--- config.mk ---
export PLATFORM = sky130hd
export DESIGN_NAME = stage_mem1_flat
export DESIGN_NICKNAME = d
export VERILOG_FILES = /design/src/rtl/stage_mem1_if.sv /design/src/rtl/stage_mem1.sv /design/src/flat_wrapper.sv
export SDC_FILE = /design/constraint.sdc
export NUM_CORES = 1
export LEC_CHECK = 0
export CORE_AREA = 3 3 111 113
export CTS_CLUSTER_SIZE = 28
export DETAILED_ROUTE_END_ITERATION = 8
export DIE_AREA = 0 0 114 116
export GPL_ROUTABILITY_DRIVEN = 0
export PLACE_DENSITY = 0.92
export SLEW_MARGIN = 0
export SYNTH_ARGS = -nofsm -noshare
export SYNTH_HDL_FRONTEND = slang
export SYNTH_SLANG_ARGS = --single-unit
--- constraint.sdc ---
create_clock -name clk_i -period 6.8 [get_ports clk_i]
set_input_delay 2.04 -clock clk_i [delete_from_list [all_inputs] [get_ports clk_i]]
set_output_delay 2.04 -clock clk_i [all_outputs]
set_load 0.01 [all_outputs]
--- src/rtl/stage_mem1_if.sv ---
// Shared MEM1 types plus the LSU request/grant bus between stage_mem1 (master) and the LSU (slave).
// The typedefs sit in compilation-unit scope so the stage, the LSU and benches share one definition.

typedef enum logic [3:0] {
  MEM_NOP = 4'd0,
  MEM_LB,
  MEM_LBU,
  MEM_LH,
  MEM_LHU,
  MEM_LW,
  MEM_SB,
  MEM_SH,
  MEM_SW
} mem_oper_t;

typedef enum logic [3:0] {
  NO_TRAP = 4'd0,
  INSTR_ADDR_MISALIGNED,
  ILLEGAL_INSTR,
  LOAD_ADDR_MISALIGNED,
  STORE_ADDR_MISALIGNED,
  ECALL_M
} exc_t;

interface stage_mem1_if;
  logic        req;
  logic        we;
  logic [31:0] addr;
  logic [3:0]  be;
  logic [31:0] wdata;
  logic        gnt;
  logic        req_done;

  modport master (
    output req, we, addr, be, wdata,
    input  gnt, req_done
  );

  modport slave (
    input  req, we, addr, be, wdata,
    output gnt, req_done
  );
endinterface

--- src/rtl/stage_mem1.sv ---
// First memory stage: issues LSU requests, aligns store data, tracks outstanding accesses, holds MEM1/MEM2 regs.
// Optional feature: define YARC_MISALIGN_TRAP_EN to trap misaligned halfword/word accesses instead of aligning them.

module stage_mem1 #(
  parameter int MAX_OUTSTANDING = 1
) (
  input  logic                clk_i,
  input  logic                rstn_i,
  input  logic [31:0]         alu_result_i,
  input  mem_oper_t           mem_oper_i,
  input  logic [31:0]         rs2_data_i,
  input  logic [31:0]         csr_wdata_i,
  input  logic [11:0]         csr_waddr_i,
  input  logic                csr_we_i,
  input  exc_t                trap_i,
  input  logic                write_rd_i,
  input  logic [4:0]          rd_addr_i,
  input  logic                stall_i,
  input  logic                flush_i,
  stage_mem1_if.master        lsu,
  output logic [31:0]         alu_result_o,
  output mem_oper_t           mem_oper_o,
  output logic [31:0]         csr_wdata_o,
  output logic [11:0]         csr_waddr_o,
  output logic                csr_we_o,
  output exc_t                trap_o,
  output logic                write_rd_o,
  output logic [4:0]          rd_addr_o,
  output logic                stall_o
);

  localparam logic [1:0] MAX_CNT = 2'(MAX_OUTSTANDING);

  typedef enum logic {
    S_IDLE,
    S_GRANTED
  } state_t;

  typedef struct packed {
    logic [31:0] alu_result;
    mem_oper_t   mem_oper;
    logic [31:0] csr_wdata;
    logic [11:0] csr_waddr;
    logic        csr_we;
    exc_t        trap;
    logic        write_rd;
    logic [4:0]  rd_addr;
  } pipe_t;

  localparam pipe_t PIPE_BUBBLE = '{
    alu_result: 32'd0,
    mem_oper:   MEM_NOP,
    csr_wdata:  32'd0,
    csr_waddr:  12'd0,
    csr_we:     1'b0,
    trap:       NO_TRAP,
    write_rd:   1'b0,
    rd_addr:    5'd0
  };

  state_t      state_q, state_d;
  logic [1:0]  cnt_q, cnt_d;
  pipe_t       pipe_q, pipe_d;

  logic        is_load, is_store, is_byte, is_half, is_word;
  logic        misalign;
  exc_t        misalign_trap;
  logic        needed;
  logic        req;
  logic        grant;
  logic        done_valid;
  logic [3:0]  be;
  logic [31:0] wdata;

  always_comb begin
    is_load  = 1'b0;
    is_store = 1'b0;
    is_byte  = 1'b0;
    is_half  = 1'b0;
    is_word  = 1'b0;
    case (mem_oper_i)
      MEM_LB, MEM_LBU: begin is_load  = 1'b1; is_byte = 1'b1; end
      MEM_LH, MEM_LHU: begin is_load  = 1'b1; is_half = 1'b1; end
      MEM_LW:          begin is_load  = 1'b1; is_word = 1'b1; end
      MEM_SB:          begin is_store = 1'b1; is_byte = 1'b1; end
      MEM_SH:          begin is_store = 1'b1; is_half = 1'b1; end
      MEM_SW:          begin is_store = 1'b1; is_word = 1'b1; end
      default: ;
    endcase
  end

`ifdef YARC_MISALIGN_TRAP_EN
  assign misalign = (is_half && alu_result_i[0]) || (is_word && (alu_result_i[1:0] != 2'b00));
`else
  assign misalign = 1'b0;
`endif

  assign misalign_trap = is_store ? STORE_ADDR_MISALIGNED : LOAD_ADDR_MISALIGNED;
  assign needed        = (is_load || is_store) && (trap_i == NO_TRAP) && !misalign;

  // Lane placement; without the trap option the low address bits just select aligned lanes.
  always_comb begin
    be    = 4'b0000;
    wdata = rs2_data_i;
    if (is_byte) begin
      be    = 4'b0001 << alu_result_i[1:0];
      wdata = {4{rs2_data_i[7:0]}};
    end else if (is_half) begin
      be    = 4'b0011 << {alu_result_i[1], 1'b0};
      wdata = {2{rs2_data_i[15:0]}};
    end else if (is_word) begin
      be    = 4'b1111;
      wdata = rs2_data_i;
    end
  end

  // Gating with rstn_i keeps the request low for the whole time reset is held.
  assign req        = rstn_i && needed && (state_q != S_GRANTED) && (cnt_q < MAX_CNT);
  assign grant      = req && lsu.gnt;
  assign done_valid = lsu.req_done && (cnt_q != 2'd0);

  assign lsu.req   = req;
  assign lsu.we    = is_store;
  assign lsu.addr  = {alu_result_i[31:2], 2'b00};
  assign lsu.be    = be;
  assign lsu.wdata = wdata;

  assign stall_o = stall_i || (needed && !((state_q == S_GRANTED) || grant));

  always_comb begin
    cnt_d = cnt_q;
    if (grant && !done_valid) begin
      cnt_d = cnt_q + 2'd1;
    end else if (!grant && done_valid) begin
      cnt_d = cnt_q - 2'd1;
    end
  end

  always_comb begin
    state_d = state_q;
    if (flush_i) begin
      state_d = S_IDLE;
    end else begin
      case (state_q)
        S_IDLE:    if (grant && stall_i) state_d = S_GRANTED;
        S_GRANTED: if (!stall_i)         state_d = S_IDLE;
        default:                         state_d = S_IDLE;
      endcase
    end
  end

  // A flushed request still owns its counter slot until the LSU reports done.
  always_comb begin
    pipe_d = pipe_q;
    if (flush_i) begin
      pipe_d = PIPE_BUBBLE;
    end else if (stall_i) begin
      pipe_d = pipe_q;
    end else if (stall_o) begin
      pipe_d = PIPE_BUBBLE;
    end else begin
      pipe_d.alu_result = alu_result_i;
      pipe_d.mem_oper   = mem_oper_i;
      pipe_d.csr_wdata  = csr_wdata_i;
      pipe_d.csr_waddr  = csr_waddr_i;
      pipe_d.csr_we     = csr_we_i;
      pipe_d.trap       = (trap_i == NO_TRAP && misalign) ? misalign_trap : trap_i;
      pipe_d.write_rd   = write_rd_i;
      pipe_d.rd_addr    = rd_addr_i;
    end
  end

  always_ff @(posedge clk_i or negedge rstn_i) begin
    if (!rstn_i) begin
      state_q <= S_IDLE;
      cnt_q   <= 2'd0;
      pipe_q  <= PIPE_BUBBLE;
    end else begin
      state_q <= state_d;
      cnt_q   <= cnt_d;
      pipe_q  <= pipe_d;
    end
  end

  assign alu_result_o = pipe_q.alu_result;
  assign mem_oper_o   = pipe_q.mem_oper;
  assign csr_wdata_o  = pipe_q.csr_wdata;
  assign csr_waddr_o  = pipe_q.csr_waddr;
  assign csr_we_o     = pipe_q.csr_we;
  assign trap_o       = pipe_q.trap;
  assign write_rd_o   = pipe_q.write_rd;
  assign rd_addr_o    = pipe_q.rd_addr;

endmodule
--- src/flat_wrapper.sv ---
// flat-port wrapper written by rule: the top's interface ports become plain ports
module stage_mem1_flat 
#(
  parameter int MAX_OUTSTANDING = 1
)
  (clk_i, rstn_i, alu_result_i, mem_oper_i, rs2_data_i, csr_wdata_i, csr_waddr_i, csr_we_i, trap_i, write_rd_i, rd_addr_i, stall_i, flush_i, alu_result_o, mem_oper_o, csr_wdata_o, csr_waddr_o, csr_we_o, trap_o, write_rd_o, rd_addr_o, stall_o, lsu_req, lsu_we, lsu_addr, lsu_be, lsu_wdata, lsu_gnt, lsu_req_done);
  stage_mem1_if lsu_i ();
  input  logic clk_i;
  input  logic rstn_i;
  input  logic [31:0] alu_result_i;
  input  mem_oper_t mem_oper_i;
  input  logic [31:0] rs2_data_i;
  input  logic [31:0] csr_wdata_i;
  input  logic [11:0] csr_waddr_i;
  input  logic csr_we_i;
  input  exc_t trap_i;
  input  logic write_rd_i;
  input  logic [4:0] rd_addr_i;
  input  logic stall_i;
  input  logic flush_i;
  output logic [31:0] alu_result_o;
  output mem_oper_t mem_oper_o;
  output logic [31:0] csr_wdata_o;
  output logic [11:0] csr_waddr_o;
  output logic csr_we_o;
  output exc_t trap_o;
  output logic write_rd_o;
  output logic [4:0] rd_addr_o;
  output logic stall_o;
  output wire logic [$bits(lsu_i.req)-1:0] lsu_req;
  output wire logic [$bits(lsu_i.we)-1:0] lsu_we;
  output wire logic [$bits(lsu_i.addr)-1:0] lsu_addr;
  output wire logic [$bits(lsu_i.be)-1:0] lsu_be;
  output wire logic [$bits(lsu_i.wdata)-1:0] lsu_wdata;
  input wire logic [$bits(lsu_i.gnt)-1:0] lsu_gnt;
  input wire logic [$bits(lsu_i.req_done)-1:0] lsu_req_done;
  assign lsu_req = lsu_i.req;
  assign lsu_we = lsu_i.we;
  assign lsu_addr = lsu_i.addr;
  assign lsu_be = lsu_i.be;
  assign lsu_wdata = lsu_i.wdata;
  assign lsu_i.gnt = lsu_gnt;
  assign lsu_i.req_done = lsu_req_done;
  stage_mem1 #(.MAX_OUTSTANDING(MAX_OUTSTANDING)) u_core (.clk_i(clk_i), .rstn_i(rstn_i), .alu_result_i(alu_result_i), .mem_oper_i(mem_oper_i), .rs2_data_i(rs2_data_i), .csr_wdata_i(csr_wdata_i), .csr_waddr_i(csr_waddr_i), .csr_we_i(csr_we_i), .trap_i(trap_i), .write_rd_i(write_rd_i), .rd_addr_i(rd_addr_i), .stall_i(stall_i), .flush_i(flush_i), .lsu(lsu_i), .alu_result_o(alu_result_o), .mem_oper_o(mem_oper_o), .csr_wdata_o(csr_wdata_o), .csr_waddr_o(csr_waddr_o), .csr_we_o(csr_we_o), .trap_o(trap_o), .write_rd_o(write_rd_o), .rd_addr_o(rd_addr_o), .stall_o(stall_o));
endmodule
; ---- Yosys cells after proc, flatten, opt, wreduce, memory -nomap -nowiden
; Cells that the tools add are included.
[op_classes]
bitwise_logic = 1
magnitude_cmp = 1
mux = 19
n_shift = 2
add_sub_neg = 2
eq_ne = 9
n_reduce_logical = 24
[op_table]
columns = cell, count
row1 = 91-bit two-way mux, 3
row2 = 32-bit two-way mux, 2
row3 = 4-bit by 3-bit equality test with 1-bit output (second input constant), 4
row4 = 4-bit two-way mux, 3
row5 = 1-bit logical AND, 10
row6 = 3-bit OR reduction, 3
row7 = 4-bit by 2-bit equality test with 1-bit output (second input constant), 2
row8 = 1-bit two-way mux, 8
row9 = 5-bit OR reduction, 1
row10 = 4-bit by 1-bit equality test with 1-bit output (second input constant), 1
row11 = 4-bit equality test (second input constant), 1
row12 = 4-bit logical NOT, 1
row13 = 2-bit two-way mux, 2
row14 = 2-bit nonzero test, 2
row15 = 1-bit by 2-bit left shift with 4-bit output (first input constant), 1
row16 = 2-bit by 2-bit left shift with 4-bit output (first input constant), 1
row17 = 1-bit logical NOT, 3
row18 = 1-bit logical OR, 3
row19 = 2-bit by 1-bit adder with 2-bit output (second input constant), 1
row20 = 2-bit by 1-bit less-than comparator with 1-bit output (second input constant), 1
row21 = 2-bit by 1-bit != test with 1-bit output (second input constant), 1
row22 = 1-bit case mux with 2 select lines, 1
row23 = 2-bit OR reduction, 1
row24 = 2-bit by 1-bit subtractor with 2-bit output (second input constant), 1
row25 = 1-bit inverter, 1
[word_totals]
wordCells = 68
reg_bits = 94
input_bits = 129

; ---- Logic depth before layout (Yosys ltp)
; Gate-level depths: netlist of the first run.
[depth]
word_depth = 16
depth_mapped = 7

; ---- Least setup slack after synthesis of the first run
; No wires, ideal clock.
[synth_timing]
path_kind = input -> output
from = input mem_oper_i[1]
to = output lsu_wdata[10]
stages = 3
setup_slack_ns = 1.545
path_buffers = 0
t_arrival_ns = 3.215
t_required_ns = 4.760
cell_sequence = or3b_2 a21oi_2 mux2_2
[synth_between]
elab_chain_len = 4
elab_cells_between_ends = 6
classes_between = eq/ne: 3 / mux: 2 / reduce/logical: 1
[synth_rtl]
columns = item, line_no
row1 = start: declaration, flat_wrapper.sv:11  ; input mem_oper_t mem_oper_i;
row2 = 4-bit by 1-bit equality test with 1-bit output (tied with other cells), stage_mem1.sv:81  ; case (mem_oper_i)
row3 = 3-bit OR reduction (no line) (*), -
row4 = 1-bit two-way mux (*), stage_mem1.sv:81
row5 = 32-bit two-way mux (*), stage_mem1.sv:105  ; if (is_byte) begin
row6 = end: declaration, flat_wrapper.sv:34  ; output wire logic [$bits(lsu_i.wdata)-1:0] lsu_wdata;
; Every way passes the cells marked *; elsewhere a longest branch is shown, timed or not.

; ---- Worst setup path after layout of the first run
[layout_timing]
from = input mem_oper_i[2]
to = output lsu_wdata[22]
[layout_between]
elab_chain_len = 5
elab_cells_between_ends = 12
classes_between = eq/ne: 6 / mux: 4 / reduce/logical: 2
[layout_rtl]
columns = item, line_no
row1 = 4-bit by 2-bit equality test with 1-bit output or 4-bit by 3-bit equality test with 1-bit output (tied branches), stage_mem1.sv:81
row2 = 3-bit OR reduction (no line), -
row3 = 1-bit two-way mux, stage_mem1.sv:81
row4 = 32-bit two-way mux, stage_mem1.sv:108  ; end else if (is_half) begin
row5 = 32-bit two-way mux (*), stage_mem1.sv:105
; Marks and branches as above.

==> results of run 1 <==
-- cell families after synthesis --
kind of cell	after synthesis	share of synthesized area, %
flip-flops	94	51.5
XOR/XNOR	3	0.575
buffers and inverters	83	11.4
adder cells (fa/ha/maj)	3	0.822
AO/OA/AOI/OAI	139	25.7
other	1	0.0821
AND/OR/NAND/NOR	45	5.09
multiplexers	20	4.82
-- how the worst min path moves through the flow --
stage / end / slack, ns / from / cells after the start
6_report: u_core.cnt_q[0] / 0.50 / u_core.cnt_q[0] / 1
5_1_grt: u_core.csr_wdata_o[2] / 0.52 / u_core.csr_wdata_o[2] / 1
4_1_cts: u_core.cnt_q[0] / 0.50 / u_core.cnt_q[0] / 1
3_5_place_dp: u_core.csr_wdata_o[2] / 0.49 / u_core.csr_wdata_o[2] / 1
3_3_place_gp: u_core.mem_oper_o[3] / 0.46 / u_core.mem_oper_o[3] / 1
2_1_floorplan: u_core.cnt_q[0] / 0.45 / u_core.cnt_q[0] / 1
-- flip-flops by register name (all words and copies together) (netlist names), 2 cells and up --
name / count
u_core.rd_addr_o: 5
u_core.csr_waddr_o: 12
u_core.cnt_q: 2
u_core.mem_oper_o: 4
u_core.alu_result_o: 32
u_core.trap_o: 4
u_core.csr_wdata_o: 32
-- through the flow --
step | cell area, µm² | utilization, % | total power [W]
floorplan | 4570 | - | 0.000791
global placement | 7220 | 63.2 | 0.00100
detailed placement | 7220 | 63.2 | 0.00102
CTS | 7550 | 66.1 | 0.00157
global route | 7550 | 66.1 | 0.00162
finish | 7550 | 66.1 | 0.00155
-- area by class of cell --
type / count / share of cell area [%]
Tap cell: 143 / 2.37
Inverter: 11 / 0.547
Multi-Input combinational cell: 212 / 22.7
Clock buffer: 10 / 3.16
Sequential cell: 94 / 31.2
Clock inverter: 6 / 1.21
Timing Repair Buffer: 295 / 38.8
-- cell usage in the layout (no fill, tap or decap), types with 9 or more instances in the layout --
master / count
sky130_fd_sc_hd__o21ai_0: 12
sky130_fd_sc_hd__inv_1: 11
sky130_fd_sc_hd__clkdlybuf4s50_1: 287
sky130_fd_sc_hd__dfrtp_1: 94
sky130_fd_sc_hd__mux2_2: 16
sky130_fd_sc_hd__clkbuf_16: 9
sky130_fd_sc_hd__nor2_1: 13
sky130_fd_sc_hd__a22o_1: 87
sky130_fd_sc_hd__nand2_1: 11
-- worst reg2reg max path, delay by kind of cell, from the launching register on --
kind,cells,cell delay (ns)
adders and majority gates,1,0.22
AOI/OAI and AO/OA,3,0.84
buffers and inverters,2,0.75
DFF,1,0.40
-- per-layer routing --
metal | share of wire [%] | track usage [%]
met2 | 51 | 39.6
met1 | 38 | 26.4
met5 | 0 | 0
met4 | 2.4 | 8.47
met3 | 8.3 | 5.54
-- power breakdown --
part / internal, W / total, W / switching [W]
logic: 0.000224 / 0.000391 / 0.000167
registers: 0.000596 / 0.000619 / 0.0000228
clock network: 0.000335 / 0.000545 / 0.000210
total: 0.00115 / 0.00155 / 0.000399
==> results.rst, run 1 <==
.. list-table::
   :header-rows: 1

   * - Metric
     - Value
   * - Run status
     - finished, final reports clean
   * - Buffer and inverter count on the worst path
     - 3
   * - Commonest cells in the synthesized netlist
     - 94 x sky130_fd_sc_hd__dfrtp_1, 87 x sky130_fd_sc_hd__a22o_1, 41 x sky130_fd_sc_hd__buf_4
   * - Starting density of the core
     - 40.0%
   * - Synth warnings
     - 0
   * - Kind of critical path
     - primary input to output pin
   * - CTS tree
     - done
   * - Site row count
     - 39
   * - Cell count after placement
     - about 760
   * - Pin slew with the least headroom to its limit
     - 0.963 ns
   * - Cell with the largest stage delay on the worst path
     - sky130_fd_sc_hd__clkdlybuf4s50_1
   * - Total of max-cap violations
     - 0
   * - Crit-path most repeated cell
     - sky130_fd_sc_hd__clkdlybuf4s50_1
   * - Routed Wire Length
     - ~15 mm
   * - Start of the worst register-to-register path
     - u_core.cnt_q[0]
   * - Cell-by-cell listing of the critical path
     - clkdlybuf4s50_1 > buf_4 > xor2_1 > o21ai_2 > mux2_2 > clkdlybuf4s50_1
   * - Avg WL per Cell
     - 20.1 µm
   * - Final setup violation count
     - 0
   * - Number of enable flip-flop cells after synthesis
     - 0
   * - Dominant cell type by area after synthesis
     - sky130_fd_sc_hd__dfrtp_1
   * - Critical Path Max Stage Delay
     - approximately 0.50 ns
   * - Sequential share of the synthesized area
     - 51.5%
   * - Worst setup startpoint
     - mem_oper_i[2]
   * - All-Layer GR Usage
     - between 20% and 30%
   * - IO Pins
     - ~290
   * - Mean instance size in the synthesized netlist
     - approximately 12 µm²
   * - Cell family with the largest share of critical-path delay
     - buffers and inverters
   * - Sinks on the clock net
     - 94
   * - Die footprint
     - 13200 µm²
   * - Number of DRC violations after detailed-routing iteration 0
     - 300
   * - First-pass GRT wire length
     - approximately 23 mm
   * - Critical path data required time
     - ~4.8 ns
   * - Area share of the largest cell type after synthesis
     - 51.5%
   * - Total grt overflow
     - 0
   * - Arrival time of the worst setup path
     - ~4.3 ns
   * - Min cycle time layout
     - between 6 and 7 ns
   * - Number of buffers added by the clock tree synthesis step
     - 9
   * - Hold bufs inserted after CTS
     - 0
   * - Layout Skew
     - around 0.0076 ns
   * - Area of the mapped netlist
     - roughly 4600 µm²
   * - Levels on crit path
     - 6
   * - Fraction of final layout cells sized beyond drive strength 1
     - 7.64%
   * - Crit Path Max Fanout
     - 32
   * - Class of the most critical hold timing path
     - flop to flop
   * - Crit path to
     - lsu_wdata[22]
   * - Maximum level of the CTS H-tree
     - 3
   * - Height of the chip
     - roughly 120 µm
   * - Fin nets
     - approximately 760
   * - Placeable core region
     - around 11000 µm²
   * - Clk Latency, worst-skew pair
     - roughly 0.33 ns
   * - CTS root buf
     - sky130_fd_sc_hd__clkbuf_16
   * - Setup TNS
     - 0 ns
   * - Leading cell types by total area after synthesis
     - sky130_fd_sc_hd__dfrtp_1 51%, sky130_fd_sc_hd__a22o_1 17%, sky130_fd_sc_hd__buf_4 6.7%
   * - Initial antenna violation count
     - 0
   * - Setup Buffers After CTS
     - 0
   * - Setup WS post-layout
     - 0.448 ns
   * - Worst-case headroom to the max-slew limit
     - about 36%
   * - Avg Vias per Cell
     - between 5 and 6
   * - Routed via count
     - 4250
   * - Multi-input gate area in the final layout
     - between 1500 and 2000 µm²
   * - Fin. Hold Viols
     - 0
   * - Pleak
     - 3.24 nW
   * - P&R area growth vs syn
     - 65.3%
   * - Post-detailed-route count of antenna-violating nets
     - 0
   * - Clk slew on worst S/H paths
     - around 0.06 ns
   * - DRT Pass-1 Iters
     - 4
   * - Maximum number of buffers from clock root to sink
     - 2
   * - Critical path launch point type
     - primary input
   * - Fraction of the cycle the final worst path needs
     - 93.4%
   * - Crit end category
     - output pin
   * - FF+latch area
     - ~2400 µm²
   * - Post-route DRC
     - 0
   * - Detailed placement HPWL
     - around 12 mm
   * - Largest voltage drop on the vdd net
     - between 0.1 and 0.15 mV
   * - Worst setup timing slack at the placement stage
     - ~0.46 ns
   * - Top achievable clock speed
     - between 150 and 200 MHz
   * - Final non-filler cell total
     - ~770
   * - FF-to-FF setup slack
     - approximately 4.5 ns
   * - Antenna Cells
     - 0
   * - Number of distinct library cell variants in the gate-level netlist after synthesis
     - 43
   * - Dominant synthesized flop cell
     - sky130_fd_sc_hd__dfrtp_1
   * - Setup repair after global routing missed its margin
     - no
   * - Number of instances in the synthesized netlist
     - roughly 390
   * - Fill cells
     - 818
   * - Library cell with the highest instance count after synthesis
     - sky130_fd_sc_hd__dfrtp_1
   * - Width of the chip
     - 114 µm
   * - Final number of max-transition violations
     - 0
   * - Resized cells post-CTS
     - 0
   * - Port buffer count
     - ~290
   * - Pin count of the biggest net entering global routing
     - 84
   * - Crit Reg-Reg Endpoint
     - u_core.csr_wdata_o[16]
   * - Worst r2r path cells
     - 6
   * - Worst hold slack
     - 0.498 ns
   * - Register bit count reported by yosys
     - between 90 and 100
   * - Share of flip-flops with an asynchronous set or reset
     - between 90% and 100%
   * - Power Dens Cells
     - a little over 200 nW/µm²
   * - Vias in the first global route
     - between 4000 and 5000
Power figures use the tool's default switching activity.
==> inputs of run 2 (changes only) <==
- CORE_AREA: 3 3 111 113 -> 2 2 114 116
- DIE_AREA: 0 0 114 116 -> 0 0 116 118
- PLACE_DENSITY: 0.92 -> 0.87
- RECOVER_POWER: default -> 50
==> results.rst, run 2 (synthesis gave the netlist of run 1 again) <==
.. list-table::
   :header-rows: 1

   * - Metric
     - Value
   * - Run status
     - finished with violations
   * - Violated checks
     - capacitance limit, slew limit
   * - Total grt overflow
     - 0 (unchanged)
   * - Starting density of the core
     - 36.8% (-3.2 points)
   * - Routed via count
     - 4210 (-0.94%)
   * - Most frequent cells in the layout
     - 210 x sky130_fd_sc_hd__clkdlybuf4s50_1, 94 x sky130_fd_sc_hd__dfrtp_1, 87 x sky130_fd_sc_hd__a22o_1, 77 x sky130_fd_sc_hd__dlygate4sd3_1, 16 x sky130_fd_sc_hd__mux2_2
   * - Pleak
     - 3.41 nW (+5.5%)
   * - Top achievable clock speed
     - 157 MHz (-0.38%)
   * - Total of max-cap violations
     - 1 (+1)
   * - Cell count after placement
     - 785 (+4.0%)
   * - All-Layer GR Usage
     - 20.4% (-2.1 points)
   * - Setup Buffers After CTS
     - 0 (unchanged)
   * - Buffer and inverter count on the worst path
     - 2 (-1)
   * - Fill cells
     - 985 (+20%)
   * - Site row count
     - 41 (+5.1%)
   * - Cell family with the largest share of critical-path delay
     - buffers and inverters
   * - Avg Vias per Cell
     - 5.26 (-4.7%)
   * - Width of the chip
     - 116 µm (+1.8%)
   * - Critical path launch point type
     - primary input
   * - FF-to-FF setup slack
     - 4.32 ns (-0.20 ns)
   * - Routed Wire Length
     - 14.3 mm (-8.0%)
   * - Resized cells post-CTS
     - 0 (unchanged)
   * - Height of the chip
     - 118 µm (+1.7%)
   * - Final setup violation count
     - 0 (unchanged)
   * - Pin count of the biggest net entering global routing
     - 56 (-33%)
   * - Placeable core region
     - 12400 µm² (+8.7%)
   * - Crit-path most repeated cell
     - sky130_fd_sc_hd__clkdlybuf4s50_1
   * - IO Pins
     - 291 (unchanged)
   * - Hold bufs inserted after CTS
     - 0 (unchanged)
   * - Final non-filler cell total
     - 801 (+3.9%)
   * - Pin slew with the least headroom to its limit
     - 2.81 ns (+1.84 ns)
   * - Post-detailed-route count of antenna-violating nets
     - 0 (unchanged)
   * - Crit end category
     - output pin
   * - Maximum level of the CTS H-tree
     - 3 (unchanged)
   * - Clk slew on worst S/H paths
     - 0.07 ns (about the same)
   * - Layout Skew
     - 0.0102 ns (+0.00257 ns)
   * - Fin nets
     - 756 (+0.13%)
   * - Setup repair after global routing missed its margin
     - no
   * - P&R area growth vs syn
     - 65.4% (about the same)
   * - First-pass GRT wire length
     - 22.3 mm (-4.8%)
   * - Min cycle time layout
     - 6.38 ns (+0.0245 ns)
   * - CTS tree
     - done
   * - Worst-case headroom to the max-slew limit
     - -87.0% (-120 points)
   * - CTS root buf
     - sky130_fd_sc_hd__clkbuf_16
   * - Total design power
     - 0.00147 W (-5.2%)
   * - Arrival time of the worst setup path
     - 4.34 ns (+0.03 ns)
   * - Number of buffers added by the clock tree synthesis step
     - 9 (unchanged)
   * - Final number of max-transition violations
     - 56 (+56)
   * - Commonest non-fill, non-tap cell in the layout
     - sky130_fd_sc_hd__clkdlybuf4s50_1
   * - Cell-by-cell listing of the critical path
     - clkdlybuf4s50_1 > or3b_2 > a21oi_2 > mux2_2 > clkdlybuf4s50_1
   * - DRT Pass-1 Iters
     - 4 (unchanged)
   * - Initial antenna violation count
     - 0 (unchanged)
   * - Fin. Hold Viols
     - 0 (unchanged)
   * - Largest voltage drop on the vdd net
     - 0.0897 mV (-29%)
   * - Crit Path Max Fanout
     - 7 (-78%)
   * - Kind of critical path
     - primary input to output pin
   * - Fraction of final layout cells sized beyond drive strength 1
     - 7.47% (-0.17 points)
   * - Fraction of the cycle the final worst path needs
     - 93.8% (+0.36 points)
   * - Antenna Cells
     - 0 (unchanged)
   * - Power Dens Cells
     - 195 nW/µm² (-5.2%)
   * - Cell with the largest stage delay on the worst path
     - sky130_fd_sc_hd__clkdlybuf4s50_1
   * - Setup TNS
     - 0 ns (unchanged)
   * - Post-route DRC
     - 0 (unchanged)
   * - Critical Path Max Stage Delay
     - 0.51 ns (about the same)
   * - Class of the most critical hold timing path
     - flop to flop
   * - Maximum number of buffers from clock root to sink
     - 2 (unchanged)
   * - Number of DRC violations after detailed-routing iteration 0
     - 279 (-7.0%)
   * - Detailed placement HPWL
     - 11.0 mm (-6.4%)
   * - Port buffer count
     - 288 (unchanged)
   * - Avg WL per Cell
     - 17.8 µm (-11%)
   * - Die footprint
     - 13700 µm² (+3.5%)
   * - Clk Latency, worst-skew pair
     - 0.34 ns (about the same)
   * - Critical path data required time
     - 4.76 ns (about the same)
   * - Sinks on the clock net
     - 94 (unchanged)
   * - Vias in the first global route
     - 4373 (+1.7%)
## run 2: layer usage
metal / share of wire (%) / vias to the layer above / routed length [µm] / global-route usage (%)
met5: 0 / - / 0 / 0
met4: 2.5 / 0 / 361 / 7.22
met3: 9.0 / 34 / 1290 / 5.36
met2: 52 / 241 / 7370 / 37.4
met1: 37 / 2037 / 5250 / 22.2
li1: - / 1898 / - / -
## run 2: final timing paths
path                                           start                     end  cells past startpoint
worst max-delay path                   mem_oper_i[0]           lsu_wdata[12]                      5
worst min-delay path            u_core.mem_oper_o[3]    u_core.mem_oper_o[3]                      1
worst max register to register       u_core.cnt_q[0]  u_core.csr_wdata_o[31]                      6
worst min register to register  u_core.mem_oper_o[3]    u_core.mem_oper_o[3]                      1
max in group asynchronous                     rstn_i         u_core.csr_we_o                      3
min in group asynchronous                     rstn_i  u_core.csr_wdata_o[28]                      2
## run 2: final cells by class
cell class | count | area (µm²) | share of cell area [%]
Sequential cell | 94 | 2350 | 31.1
Clock inverter | 7 | 62.6 | 0.828
Timing Repair Buffer | 296 | 2950 | 39.0
Tap cell | 172 | 215 | 2.85
Clock buffer | 9 | 225 | 2.98
Inverter | 11 | 41.3 | 0.546
Multi-Input combinational cell | 212 | 1720 | 22.7
## run 2: worst reg2reg max path: stages (launching register included)
cell	delay, ns
sky130_fd_sc_hd__dfrtp_1	0.40
sky130_fd_sc_hd__inv_1	0.08
sky130_fd_sc_hd__ha_1	0.20
sky130_fd_sc_hd__a31oi_1	0.22
sky130_fd_sc_hd__a41oi_4	0.97
sky130_fd_sc_hd__buf_12	0.35
sky130_fd_sc_hd__a22o_1	0.19
## run 2: power breakdown
part / internal [W] / switching (W) / total, W
Combinational: 0.000215 / 0.000163 / 0.000378
Clock: 0.000256 / 0.000224 / 0.000480
Sequential: 0.000596 / 0.0000203 / 0.000616
Total: 0.00107 / 0.000407 / 0.00147
## run 2: per-stage QoR
| step | worst slack [ns] | area [µm²] | hold WS [ns] | utilization, % |
|---|---|---|---|---|
| 3_3_place_gp | 0.479 | 7280 | 0.465 | 58.6 |
| 6_report | 0.423 | 7560 | 0.479 | 60.9 |
| 5_1_grt | 0.389 | 7560 | 0.509 | 60.9 |
| 3_5_place_dp | 0.414 | 7280 | 0.475 | 58.6 |
| 2_1_floorplan | 1.54 | 4570 | 0.446 | - |
| 4_1_cts | 0.407 | 7560 | 0.488 | 60.9 |
